--- src/rtl/usb_tx_packet_encoder_if.sv ---
// Transmit-side handshake and line bundle for the USB packet encoder.
// The master drives packet start and payload; the slave (encoder) drives the line and status.
interface usb_tx_packet_encoder_if;
  logic       tx_start;
  logic [3:0] tx_pid;
  logic [7:0] tx_data;
  logic       data_valid;
  logic       data_last;
  logic       data_ready;
  logic       d_plus_out;
  logic       d_minus_out;
  logic       busy;
  logic       done;
  logic       underrun;

  modport master (
    output tx_start, tx_pid, tx_data, data_valid, data_last,
    input  data_ready, d_plus_out, d_minus_out, busy, done, underrun
  );

  modport slave (
    input  tx_start, tx_pid, tx_data, data_valid, data_last,
    output data_ready, d_plus_out, d_minus_out, busy, done, underrun
  );
endinterface

--- src/rtl/usb_tx_packet_encoder.sv ---
// USB packet serializer: SYNC, PID, payload, optional CRC16 (USB_TX_CRC16_EN), EOP; NRZI with bit stuffing.
// First line bit one clock after tx_start; bytes pulled by data_ready in the final bit of each byte, absence aborts.
module usb_tx_packet_encoder (
  input  logic                   tb_clk,
  input  logic                   tb_n_rst,
  usb_tx_packet_encoder_if.slave bus
);
  typedef enum logic [2:0] {
    IDLE, SYNC, PID, DATA,
`ifdef USB_TX_CRC16_EN
    CRC,
`endif
    EOP_SE0, EOP_J
  } state_t;

  state_t      state_q, state_d;
  logic [2:0]  bit_cnt_q, bit_cnt_d;
  logic [3:0]  bit_idx_q, bit_idx_d;
  logic [15:0] sr_q, sr_d;
  logic [2:0]  ones_q, ones_d;
  logic        dp_q, dp_d, dm_q, dm_d;
  logic [3:0]  pid_q, pid_d;
  logic [7:0]  nxt_q, nxt_d;
  logic        nxt_vld_q, nxt_vld_d, nxt_last_q, nxt_last_d;
  logic        cur_last_q, cur_last_d, ur_q, ur_d;
  logic        done_q, done_d, underrun_q, underrun_d;
`ifdef USB_TX_CRC16_EN
  logic [15:0] crc_q, crc_d;

  function automatic logic [15:0] crc_step(input logic [15:0] c, input logic b);
    return {c[14:0], 1'b0} ^ ((b ^ c[15]) ? 16'h8005 : 16'h0000);
  endfunction
`endif

  logic       boundary, handshake, ready, accept, have_next, next_last;
  logic [7:0] next_byte;
  logic [3:0] last_idx;
  logic       emit_en, emit_b, load_go, eop_go;

  assign boundary  = (bit_cnt_q == 3'd7);
  assign handshake = (pid_q[1:0] == 2'b10);
  assign ready     = (bit_idx_q == 4'd7) && !nxt_vld_q &&
                     ((state_q == PID && !handshake) || (state_q == DATA && !cur_last_q));
  assign accept    = bus.data_valid && ready;
  assign have_next = nxt_vld_q || accept;
  assign next_byte = nxt_vld_q ? nxt_q : bus.tx_data;
  assign next_last = nxt_vld_q ? nxt_last_q : bus.data_last;
`ifdef USB_TX_CRC16_EN
  assign last_idx  = (state_q == CRC) ? 4'd15 : 4'd7;
`else
  assign last_idx  = 4'd7;
`endif

  always_comb begin
    state_d    = state_q;
    bit_cnt_d  = bit_cnt_q;
    bit_idx_d  = bit_idx_q;
    sr_d       = sr_q;
    ones_d     = ones_q;
    dp_d       = dp_q;
    dm_d       = dm_q;
    pid_d      = pid_q;
    nxt_d      = nxt_q;
    nxt_vld_d  = nxt_vld_q;
    nxt_last_d = nxt_last_q;
    cur_last_d = cur_last_q;
    ur_d       = ur_q;
    done_d     = 1'b0;
    underrun_d = 1'b0;
`ifdef USB_TX_CRC16_EN
    crc_d      = crc_q;
`endif
    emit_en    = 1'b0;
    emit_b     = 1'b0;
    load_go    = 1'b0;
    eop_go     = 1'b0;

    if (accept) begin
      nxt_d      = bus.tx_data;
      nxt_vld_d  = 1'b1;
      nxt_last_d = bus.data_last;
    end
    if (state_q != IDLE) bit_cnt_d = bit_cnt_q + 3'd1;

    case (state_q)
      IDLE: if (bus.tx_start) begin
        state_d    = SYNC;
        bit_cnt_d  = 3'd0;
        bit_idx_d  = 4'd0;
        sr_d       = 16'h0080;
        pid_d      = bus.tx_pid;
        nxt_vld_d  = 1'b0;
        cur_last_d = 1'b0;
        ur_d       = 1'b0;
        emit_en    = 1'b1;
`ifdef USB_TX_CRC16_EN
        crc_d      = 16'hFFFF;
`endif
      end
      EOP_SE0: if (boundary) begin
        if (bit_idx_q == 4'd0) bit_idx_d = 4'd1;
        else begin
          state_d = EOP_J;
          dp_d    = 1'b1;
          dm_d    = 1'b0;
        end
      end
      EOP_J: if (boundary) begin
        state_d = IDLE;
        done_d  = !ur_q;
      end
      default: if (boundary) begin
        // A pending stuff bit always wins, so it also lands before EOP.
        if (ones_q == 3'd6) begin
          emit_en = 1'b1;
        end else if (bit_idx_q != last_idx) begin
          bit_idx_d = bit_idx_q + 4'd1;
          emit_en   = 1'b1;
          emit_b    = sr_q[bit_idx_q + 4'd1];
`ifdef USB_TX_CRC16_EN
          if (state_q == DATA) crc_d = crc_step(crc_q, emit_b);
`endif
        end else begin
          case (state_q)
            SYNC: begin
              state_d   = PID;
              sr_d      = {8'h00, ~pid_q, pid_q};
              bit_idx_d = 4'd0;
              emit_en   = 1'b1;
              emit_b    = pid_q[0];
            end
            PID: begin
              if (handshake) eop_go = 1'b1;
              else if (have_next) load_go = 1'b1;
              else begin
                eop_go     = 1'b1;
                underrun_d = 1'b1;
                ur_d       = 1'b1;
              end
            end
            DATA: begin
              if (cur_last_q) begin
`ifdef USB_TX_CRC16_EN
                if (pid_q[1:0] == 2'b11) begin
                  state_d   = CRC;
                  sr_d      = ~crc_q;
                  bit_idx_d = 4'd0;
                  emit_en   = 1'b1;
                  emit_b    = ~crc_q[0];
                end else eop_go = 1'b1;
`else
                eop_go = 1'b1;
`endif
              end else if (have_next) load_go = 1'b1;
              else begin
                eop_go     = 1'b1;
                underrun_d = 1'b1;
                ur_d       = 1'b1;
              end
            end
            default: eop_go = 1'b1;
          endcase
        end
      end
    endcase

    if (load_go) begin
      state_d    = DATA;
      sr_d       = {8'h00, next_byte};
      bit_idx_d  = 4'd0;
      cur_last_d = next_last;
      nxt_vld_d  = 1'b0;
      emit_en    = 1'b1;
      emit_b     = next_byte[0];
`ifdef USB_TX_CRC16_EN
      crc_d      = crc_step(crc_q, next_byte[0]);
`endif
    end
    if (eop_go) begin
      state_d   = EOP_SE0;
      bit_idx_d = 4'd0;
      dp_d      = 1'b0;
      dm_d      = 1'b0;
    end
    // NRZI: a 0 toggles the line, a 1 holds it.
    if (emit_en) begin
      dp_d   = emit_b ? dp_q : ~dp_q;
      dm_d   = ~dp_d;
      ones_d = emit_b ? (ones_q + 3'd1) : 3'd0;
    end
  end

  always_ff @(posedge tb_clk or negedge tb_n_rst) begin
    if (!tb_n_rst) begin
      state_q    <= IDLE;
      bit_cnt_q  <= 3'd0;
      bit_idx_q  <= 4'd0;
      sr_q       <= 16'h0000;
      ones_q     <= 3'd0;
      dp_q       <= 1'b1;
      dm_q       <= 1'b0;
      pid_q      <= 4'd0;
      nxt_q      <= 8'h00;
      nxt_vld_q  <= 1'b0;
      nxt_last_q <= 1'b0;
      cur_last_q <= 1'b0;
      ur_q       <= 1'b0;
      done_q     <= 1'b0;
      underrun_q <= 1'b0;
`ifdef USB_TX_CRC16_EN
      crc_q      <= 16'h0000;
`endif
    end else begin
      state_q    <= state_d;
      bit_cnt_q  <= bit_cnt_d;
      bit_idx_q  <= bit_idx_d;
      sr_q       <= sr_d;
      ones_q     <= ones_d;
      dp_q       <= dp_d;
      dm_q       <= dm_d;
      pid_q      <= pid_d;
      nxt_q      <= nxt_d;
      nxt_vld_q  <= nxt_vld_d;
      nxt_last_q <= nxt_last_d;
      cur_last_q <= cur_last_d;
      ur_q       <= ur_d;
      done_q     <= done_d;
      underrun_q <= underrun_d;
`ifdef USB_TX_CRC16_EN
      crc_q      <= crc_d;
`endif
    end
  end

  assign bus.data_ready  = ready;
  assign bus.d_plus_out  = dp_q;
  assign bus.d_minus_out = dm_q;
  assign bus.busy        = (state_q != IDLE);
  assign bus.done        = done_q;
  assign bus.underrun    = underrun_q;
endmodule

--- src/flat_wrapper.sv ---
// flat-port wrapper written by rule: the top's interface ports become plain ports
module usb_tx_packet_encoder_flat 
  (tb_clk, tb_n_rst, bus_tx_start, bus_tx_pid, bus_tx_data, bus_data_valid, bus_data_last, bus_data_ready, bus_d_plus_out, bus_d_minus_out, bus_busy, bus_done, bus_underrun);
  usb_tx_packet_encoder_if bus_i ();
  input  logic tb_clk;
  input  logic tb_n_rst;
  input wire logic [$bits(bus_i.tx_start)-1:0] bus_tx_start;
  input wire logic [$bits(bus_i.tx_pid)-1:0] bus_tx_pid;
  input wire logic [$bits(bus_i.tx_data)-1:0] bus_tx_data;
  input wire logic [$bits(bus_i.data_valid)-1:0] bus_data_valid;
  input wire logic [$bits(bus_i.data_last)-1:0] bus_data_last;
  output wire logic [$bits(bus_i.data_ready)-1:0] bus_data_ready;
  output wire logic [$bits(bus_i.d_plus_out)-1:0] bus_d_plus_out;
  output wire logic [$bits(bus_i.d_minus_out)-1:0] bus_d_minus_out;
  output wire logic [$bits(bus_i.busy)-1:0] bus_busy;
  output wire logic [$bits(bus_i.done)-1:0] bus_done;
  output wire logic [$bits(bus_i.underrun)-1:0] bus_underrun;
  assign bus_i.tx_start = bus_tx_start;
  assign bus_i.tx_pid = bus_tx_pid;
  assign bus_i.tx_data = bus_tx_data;
  assign bus_i.data_valid = bus_data_valid;
  assign bus_i.data_last = bus_data_last;
  assign bus_data_ready = bus_i.data_ready;
  assign bus_d_plus_out = bus_i.d_plus_out;
  assign bus_d_minus_out = bus_i.d_minus_out;
  assign bus_busy = bus_i.busy;
  assign bus_done = bus_i.done;
  assign bus_underrun = bus_i.underrun;
  usb_tx_packet_encoder u_core (.tb_clk(tb_clk), .tb_n_rst(tb_n_rst), .bus(bus_i));
endmodule
--- config.mk ---
export PLATFORM = sky130hd
export DESIGN_NAME = usb_tx_packet_encoder_flat
export DESIGN_NICKNAME = d
export VERILOG_FILES = /design/src/rtl/usb_tx_packet_encoder_if.sv /design/src/rtl/usb_tx_packet_encoder.sv /design/src/flat_wrapper.sv
export SDC_FILE = /design/constraint.sdc
export NUM_CORES = 1
export LEC_CHECK = 0
export BUFFER_PORTS_ARGS = -buffer_cell sky130_fd_sc_hd__buf_4
export CORE_ASPECT_RATIO = 0.6
export CORE_MARGIN = 8
export CORE_UTILIZATION = 59
export CTS_CLUSTER_SIZE = 28
export DETAILED_ROUTE_END_ITERATION = 8
export MAX_ROUTING_LAYER = met4
export PLACE_DENSITY = 0.82
export SYNTH_ARGS = -nofsm -noshare
export SYNTH_HDL_FRONTEND = slang
export SYNTH_SLANG_ARGS = --single-unit
--- constraint.sdc ---
create_clock -name tb_clk -period 2.75 [get_ports tb_clk]
set_input_delay 0.1375 -clock tb_clk [delete_from_list [all_inputs] [get_ports tb_clk]]
set_output_delay 0.1375 -clock tb_clk [all_outputs]
set_load 0.05 [all_outputs]
==> summary.txt, run 1 <==
Global route
  – Total track usage: 0.171
  – First-pass GRT wire length: 8.58 mm
  – Largest net degree at the start of global routing: 42
  – Grt ovf: 0
  – Vias in the first global route: ~1700
  – Initial antenna violation count: 0

Clock network
  – Clock slew at reported path FFs: 0.08 ns
  – Clock latency on the worst-skew pair: 0.29 ns
  – Htree depth: 2
  – CTS tree: yes
  – Longest Clk Path Bufs: 2
  – Root Driver: clkbuf_8
  – Post-cts sizing count: 0
  – Total CTS buffers: 5
  – CTS sink count: 41

Logic synthesis
  – Most frequent cell after synthesis: dfrtp_1
  – Synth cell types: 57
  – Post-synthesis async set-or-reset flop share: 1.00
  – Synth Warn #: 0
  – Main synth FF type: dfrtp_1
  – Synthesized Nets: 255
  – Syn avg cell area: 10.1 um2
  – Synth top area share: 0.426
  – Synthesized instance count: about 230
  – Area leader, netlist: dfrtp_1
  – Post-Syn Area: 2350 um2
  – Most common library cells after synthesis: 40 x dfrtp_1, 21 x nand2_1, 11 x a21oi_1, 11 x mux2i_1, 11 x o21ai_1
  – Synth area leaders: dfrtp_1 43%, mux2i_1 4.7%, mux2_1 4.3%
  – EDFF count, synth: 0
  – Register area share after synthesis: 0.437
  – Yosys reg bits: 41

Setup path
  – R2R depth: 6
  – CP max stage delay: 0.56 ns
  – Critical path's slowest cell: dfrtp_1
  – Worst path required time: roughly 2.9 ns
  – CP Class: reg -> reg
  – Crit path max fanout: 11
  – Reg-to-reg endpoint: u_core.sr_q[1]$_DFFE_PN0P_
  – Crit start category: flop
  – CP endpoint kind: flop
  – Worst r2r src: u_core.bit_idx_q[0]$_DFFE_PN0P_
  – R2R Setup Slk: ~0.18 ns
  – Critical Path AT: about 2.7 ns
  – Crit path cell chain: ha_1 -> and3b_1 -> nand4_4 -> or3_1 -> a31oi_1 -> o21ai_1

Floorplanning
  – Full die area: 6330 um2
  – Chip width: just under 100 um
  – Number of top-level pins: 23
  – Core area: 3740 um2
  – Die Y: 64.9 um
  – Initial Util: 0.628
  – # rows: 17

Place
  – Placed instance area: around 2500 um2
  – Cells after DPL: 289
  – Routability cong.: 0.933
  – Dpl hpwl: 3.75 mm
  – Buffers added on ports: 22

STA
  – RSZ-0062 raised after global routing: no
  – Fin crit period: approximately 2.6 ns
  – Fmax: 389 MHz
  – Rel. slew slack: 0.611
  – Final hold vios: 0
  – Max-slew violation count: 0
  – Setup TNS: 0 ns
  – Setup violations, final: 0
  – Layout Skew: 0.00517 ns
  – Final Cycle Share: 0.935
  – Hold slack final: 0.0627 ns
  – Worst slew pin tran: 0.584 ns

Layout
  – Nets: 273
  – Cell area after layout: 2650 um2
  – Post-Layout Cell Count: 298
  – Layout cell share with drive strength beyond 1: 0.203
  – Area Overhead vs Synth: 12.7%
  – Fill cells: roughly 290
  – Ant diodes: 0

Detailed routing
  – Total wire length: 5.14 mm
  – Antenna-violating nets left: 0
  – Number of vias per cell: ~6.2
  – Average wire per standard cell: 17.3 um
  – Total number of vias: 1850
  – # DRC: 0
  – DR iter-0 viols: between 200 and 250
  – DR pass1 iterations: 4

Min path
  – Hold Path Sink: u_core.nxt_q[6]$_DFFE_PN0P_
  – Hold depth: 2
  – Hold path startpoint: bus_tx_data[6]
  – Min-Delay Path Class: in -> reg

Power and ir drop
  – Final total power: ~2.3 mW
  – Leakage: 1.23 nW
  – Power Dens Cells: 858 nW/um2
  – Worst VDD drop: 0.462 mV

Status
  – Status: complete, no violations

Run
  – Max_cap viols: 0
==> through the flow <==
step	setup WS [ns]	util
5_1_grt	0.0408	0.708
6_report	0.180	0.708
3_3_place_gp	0.360	0.675
2_1_floorplan	0.492	-
4_1_cts	0.216	0.708
3_5_place_dp	0.264	0.675
==> worst max-delay path, delay by kind of cell, from the launching register on <==
| kind | cells | cell delay, ns |
|---|---|---|
| adder cells (fa/ha/maj) | 1 | 0.33 |
| AO/OA/AOI/OAI | 2 | 0.42 |
| flip-flops | 1 | 0.56 |
| AND/OR/NAND/NOR | 3 | 1.11 |
==> layer usage <==
layer  global-route usage  part of all wire
met4               0.0450            0.0078
met5                    -                 0
met3               0.0444             0.074
met2                0.223              0.42
met1                0.249              0.50
==> sequential cells by signal (all words and copies together), names as in the netlist, 3 cells and up <==
| register | count |
|---|---|
| u_core.state_q | 3 |
| u_core.bit_idx_q | 4 |
| u_core.sr_q | 8 |
| u_core.nxt_q | 8 |
| u_core.pid_q | 4 |
| u_core.ones_q | 3 |
| u_core.bit_cnt_q | 3 |
==> cell usage in the layout, fill, tap and decap left out, drive strengths merged, types with 5 or more instances in the layout <==
| master | instances |
|---|---|
| mux2i | 11 |
| clkbuf | 6 |
| mux2 | 16 |
| buf | 25 |
| dfrtp | 40 |
| a31oi | 7 |
| nand3b | 5 |
| nor2 | 9 |
| inv | 10 |
| o21ai | 18 |
| a21oi | 12 |
| nand2 | 22 |
| nor3 | 9 |
| ha | 6 |
==> worst max path at each step <==
stage	start	endpoint	depth (start not counted)
floorplan	u_core.bit_idx_q[1]$_DFFE_PN0P_	u_core.nxt_last_q$_DFFE_PN0P_	6
global placement	u_core.bit_idx_q[0]$_DFFE_PN0P_	u_core.sr_q[1]$_DFFE_PN0P_	6
detailed placement	u_core.bit_idx_q[0]$_DFFE_PN0P_	u_core.sr_q[1]$_DFFE_PN0P_	6
CTS	u_core.bit_idx_q[0]$_DFFE_PN0P_	u_core.sr_q[1]$_DFFE_PN0P_	6
global route	u_core.bit_idx_q[0]$_DFFE_PN0P_	u_core.sr_q[1]$_DFFE_PN0P_	6
finish	u_core.bit_idx_q[0]$_DFFE_PN0P_	u_core.sr_q[1]$_DFFE_PN0P_	6
==> kinds of logic after synthesis <==
logic type	after synthesis	share of synthesized area
buf+inv	25	0.0458
xor+xnor	2	0.00745
fa+ha+maj	6	0.0319
compound gates	60	0.177
flops	41	0.437
mux	27	0.123
simple gates	71	0.178
==> what timing repair did <==
item | 4_1_cts | 5_1_grt
hold endpoints to repair | 40 | 0
hold buffers | 1 | 0
buffers inserted | 0 | 0
==> power breakdown <==
part	switching, mW	internal [mW]	total, mW
registers	0.193	0.742	0.935
clock network	0.212	0.273	0.484
logic	0.510	0.344	0.854
total	0.914	1.36	2.27
==> cell type report <==
class                      count  area (um2)  area share
multi-input combinational    166        1220       0.459
sequential                    41        1030       0.388
timing repair buffer          26         198      0.0746
clock buffer                   6        72.6      0.0274
tap                           47        58.8      0.0222
clock inverter                 2        38.8      0.0146
inverter                      10        37.5      0.0142
Power figures use the tool's default switching activity.
==> run 2: changes to the inputs <==
Settings changed: SETUP_SLACK_MARGIN set to 0.4, SLEW_MARGIN set to 5.
==> run 2 against run 1 <==
Setup slack better by 0.34 ns. Global-route usage unchanged. Die area unchanged. Clock power about the same. First-iteration DRC count up 1.8%. Critical path type unchanged. Largest cell class unchanged.
==> summary.txt, run 2 (synthesized netlist as in run 1, its figures left out) <==
Global route
  – Total track usage: 0.171 (unchanged)
  – Vias in the first global route: 1741 (unchanged)
  – Largest net degree at the start of global routing: 42 (unchanged)
  – Initial antenna violation count: 0 (unchanged)
  – Grt ovf: 0 (unchanged)
  – First-pass GRT wire length: 8.58 mm (unchanged)

Min path
  – Min-Delay Path Class: in -> reg (unchanged)

Layout
  – Nets: 273 (unchanged)
  – Largest regs: u_core.nxt_q: 8 flops, u_core.sr_q: 8 flops (unchanged)
  – Commonest non-fill, non-tap cell in the layout: dfrtp_1 (unchanged)
  – Most frequent cells in the layout: 39 x dfrtp_1, 25 x buf_4, 21 x nand2_1, 12 x o21ai_1 (was 40 x dfrtp_1, 25 x buf_4, 21 x nand2_1)
  – Core Util, Final: 0.718 (was 0.708)
  – Post-Layout Cell Count: 298 (unchanged)
  – Layout cell share with drive strength beyond 1: 0.227 (was 0.203)
  – Cell area after layout: 2690 um2 (was 2650 um2)
  – Area Overhead vs Synth: 14.4% (was 12.7%)
  – Ant diodes: 0 (unchanged)

STA
  – Final hold vios: 0 (unchanged)
  – Final WS setup: 0.516 ns (was 0.180 ns)
  – Max-slew violation count: 0 (unchanged)
  – Final Cycle Share: 0.812 (was 0.935)
  – Fmax: 448 MHz (was 389 MHz)
  – Layout Skew: 0.00670 ns (was 0.00517 ns)
  – Worst slew pin tran: 0.568 ns (was 0.584 ns)
  – Rel. slew slack: 0.621 (was 0.611)
  – Fin crit period: 2.23 ns (was 2.57 ns)
  – Setup violations, final: 0 (unchanged)
  – RSZ-0062 raised after global routing: yes (was no)
  – Hold slack final: 0.0626 ns (was 0.0627 ns)
  – Setup TNS: 0 ns (unchanged)

Detailed routing
  – Total wire length: 5.15 mm (was 5.14 mm)
  – Antenna-violating nets left: 0 (unchanged)
  – # DRC: 0 (unchanged)
  – Total number of vias: 1854 (was 1850)
  – Number of vias per cell: 6.22 (was 6.21)
  – Average wire per standard cell: 17.3 um (about the same)
  – DR iter-0 viols: 225 (was 221)
  – DR pass1 iterations: 4 (unchanged)

Clock network
  – Longest Clk Path Bufs: 2 (unchanged)
  – Clock slew at reported path FFs: 0.08 ns (about the same)
  – Root Driver: clkbuf_8 (unchanged)
  – Clock latency on the worst-skew pair: 0.29 ns (about the same)
  – Total CTS buffers: 5 (unchanged)
  – Htree depth: 2 (unchanged)
  – CTS tree: yes (unchanged)
  – CTS sink count: 41 (unchanged)
  – Setup Buffers After CTS: 0 (unchanged)

Power and ir drop
  – Worst VDD drop: 0.460 mV (was 0.462 mV)
  – Switching portion of total power: 0.403 (was 0.402)
  – Leakage: 1.23 nW (about the same)
  – Power share of the combinational group: 0.379 (was 0.376)
  – Power Dens Cells: 850 nW/um2 (was 858 nW/um2)
  – Int Pwr: 1.36 mW (about the same)
  – Sequential Power Share: 0.410 (was 0.411)
  – Final total power: 2.29 mW (was 2.27 mW)
  – Switching power: 0.921 mW (was 0.914 mW)
  – Clock power share: 0.212 (was 0.213)

Setup path
  – CP max stage delay: 0.48 ns (was 0.56 ns)
  – Crit path max fanout: 11 (unchanged)
  – Crit path cell chain: ha_2 -> and3b_2 -> nand4_4 -> or3_4 -> a31oi_1 -> o21ai_1 (was ha_1 -> and3b_1 -> nand4_4 -> or3_1 -> a31oi_1 -> o21ai_1)
  – Critical path's slowest cell: dfrtp_2 (was dfrtp_1)
  – CP Buf/Inv Count: 0 (unchanged)
  – CP top delay family: simple AND/OR/NAND/NOR gates (unchanged)
  – Crit start category: flop (unchanged)
  – Critical Path AT: 2.40 ns (was 2.73 ns)
  – Worst path required time: 2.91 ns (was 2.90 ns)
  – CP endpoint kind: flop (unchanged)
  – CP Class: reg -> reg (unchanged)

Floorplanning
  – Core area: 3740 um2 (unchanged)
  – Die Y: 64.9 um (unchanged)
  – Full die area: 6330 um2 (unchanged)
  – Chip width: 97.5 um (unchanged)
  – Number of top-level pins: 23 (unchanged)
  – # rows: 17 (unchanged)
  – Initial Util: 0.628 (unchanged)

Place
  – Buffers added on ports: 22 (unchanged)
  – Routability cong.: 0.933 (unchanged)
  – Place WS: 0.264 ns (unchanged)
  – Placed instance area: 2530 um2 (unchanged)
  – Cells after DPL: 289 (unchanged)
  – Dpl hpwl: 3.75 mm (unchanged)

Status
  – Status: complete, no violations (unchanged)

Run
  – Max_cap viols: 0 (unchanged)
run 2: cell counts in the layout (fill, tap and decap cells not counted):
Identical to the previous run, type by type.
run 2: repair_timing:
action	4_1_cts	5_1_grt
gates resized for setup	2	8
hold endpoints to repair	40	0
hold buffers	1	0
endpoints found under the setup margin	12	14
pin swaps	0	0
run 2: final timing paths:
kind	startpoint	endpoint	cells past startpoint	slack [ns]
worst min register to register	u_core.ur_q$_DFFE_PN0P_	u_core.bus.done$_DFF_PN0_	1	0.43
min in group asynchronous	tb_n_rst	u_core.bit_cnt_q[0]$_DFF_PN0_	2	0.35
max in group asynchronous	tb_n_rst	u_core.bit_idx_q[0]$_DFFE_PN0P_	2	2.00
worst max register to register	u_core.bit_idx_q[0]$_DFFE_PN0P_	u_core.sr_q[1]$_DFFE_PN0P_	6	0.52
worst max-delay path	u_core.bit_idx_q[0]$_DFFE_PN0P_	u_core.sr_q[1]$_DFFE_PN0P_	6	0.52
worst min-delay path	bus_tx_data[6]	u_core.nxt_q[6]$_DFFE_PN0P_	2	0.06
run 2: final cells by class:
cell class | instances | area (um2)
Clock buffer | 6 | 72.6
Fill cell | 275 | 1050
Multi-Input combinational cell | 166 | 1250
Timing Repair Buffer | 26 | 198
Inverter | 10 | 37.5
Clock inverter | 2 | 38.8
Sequential cell | 41 | 1030
Tap cell | 47 | 58.8
run 2: routing by layer:
metal | vias up | global-route usage | wire [um]
li1 | 884 | - | -
met1 | 903 | 0.249 | 2570
met2 | 61 | 0.223 | 2180
met3 | 6 | 0.0444 | 371
met4 | 0 | 0.0450 | 38
met5 | - | - | 0
run 2: power by group through the flow:
stage,Combinational (mW),Clock (mW),Sequential (mW)
after detailed placement,0.839,0,0.938
after global placement,0.829,0,0.932
final,0.866,0.484,0.936
after global routing,0.942,0.510,0.958
after floorplan,0.676,0,0.877
after CTS,0.850,0.491,0.929
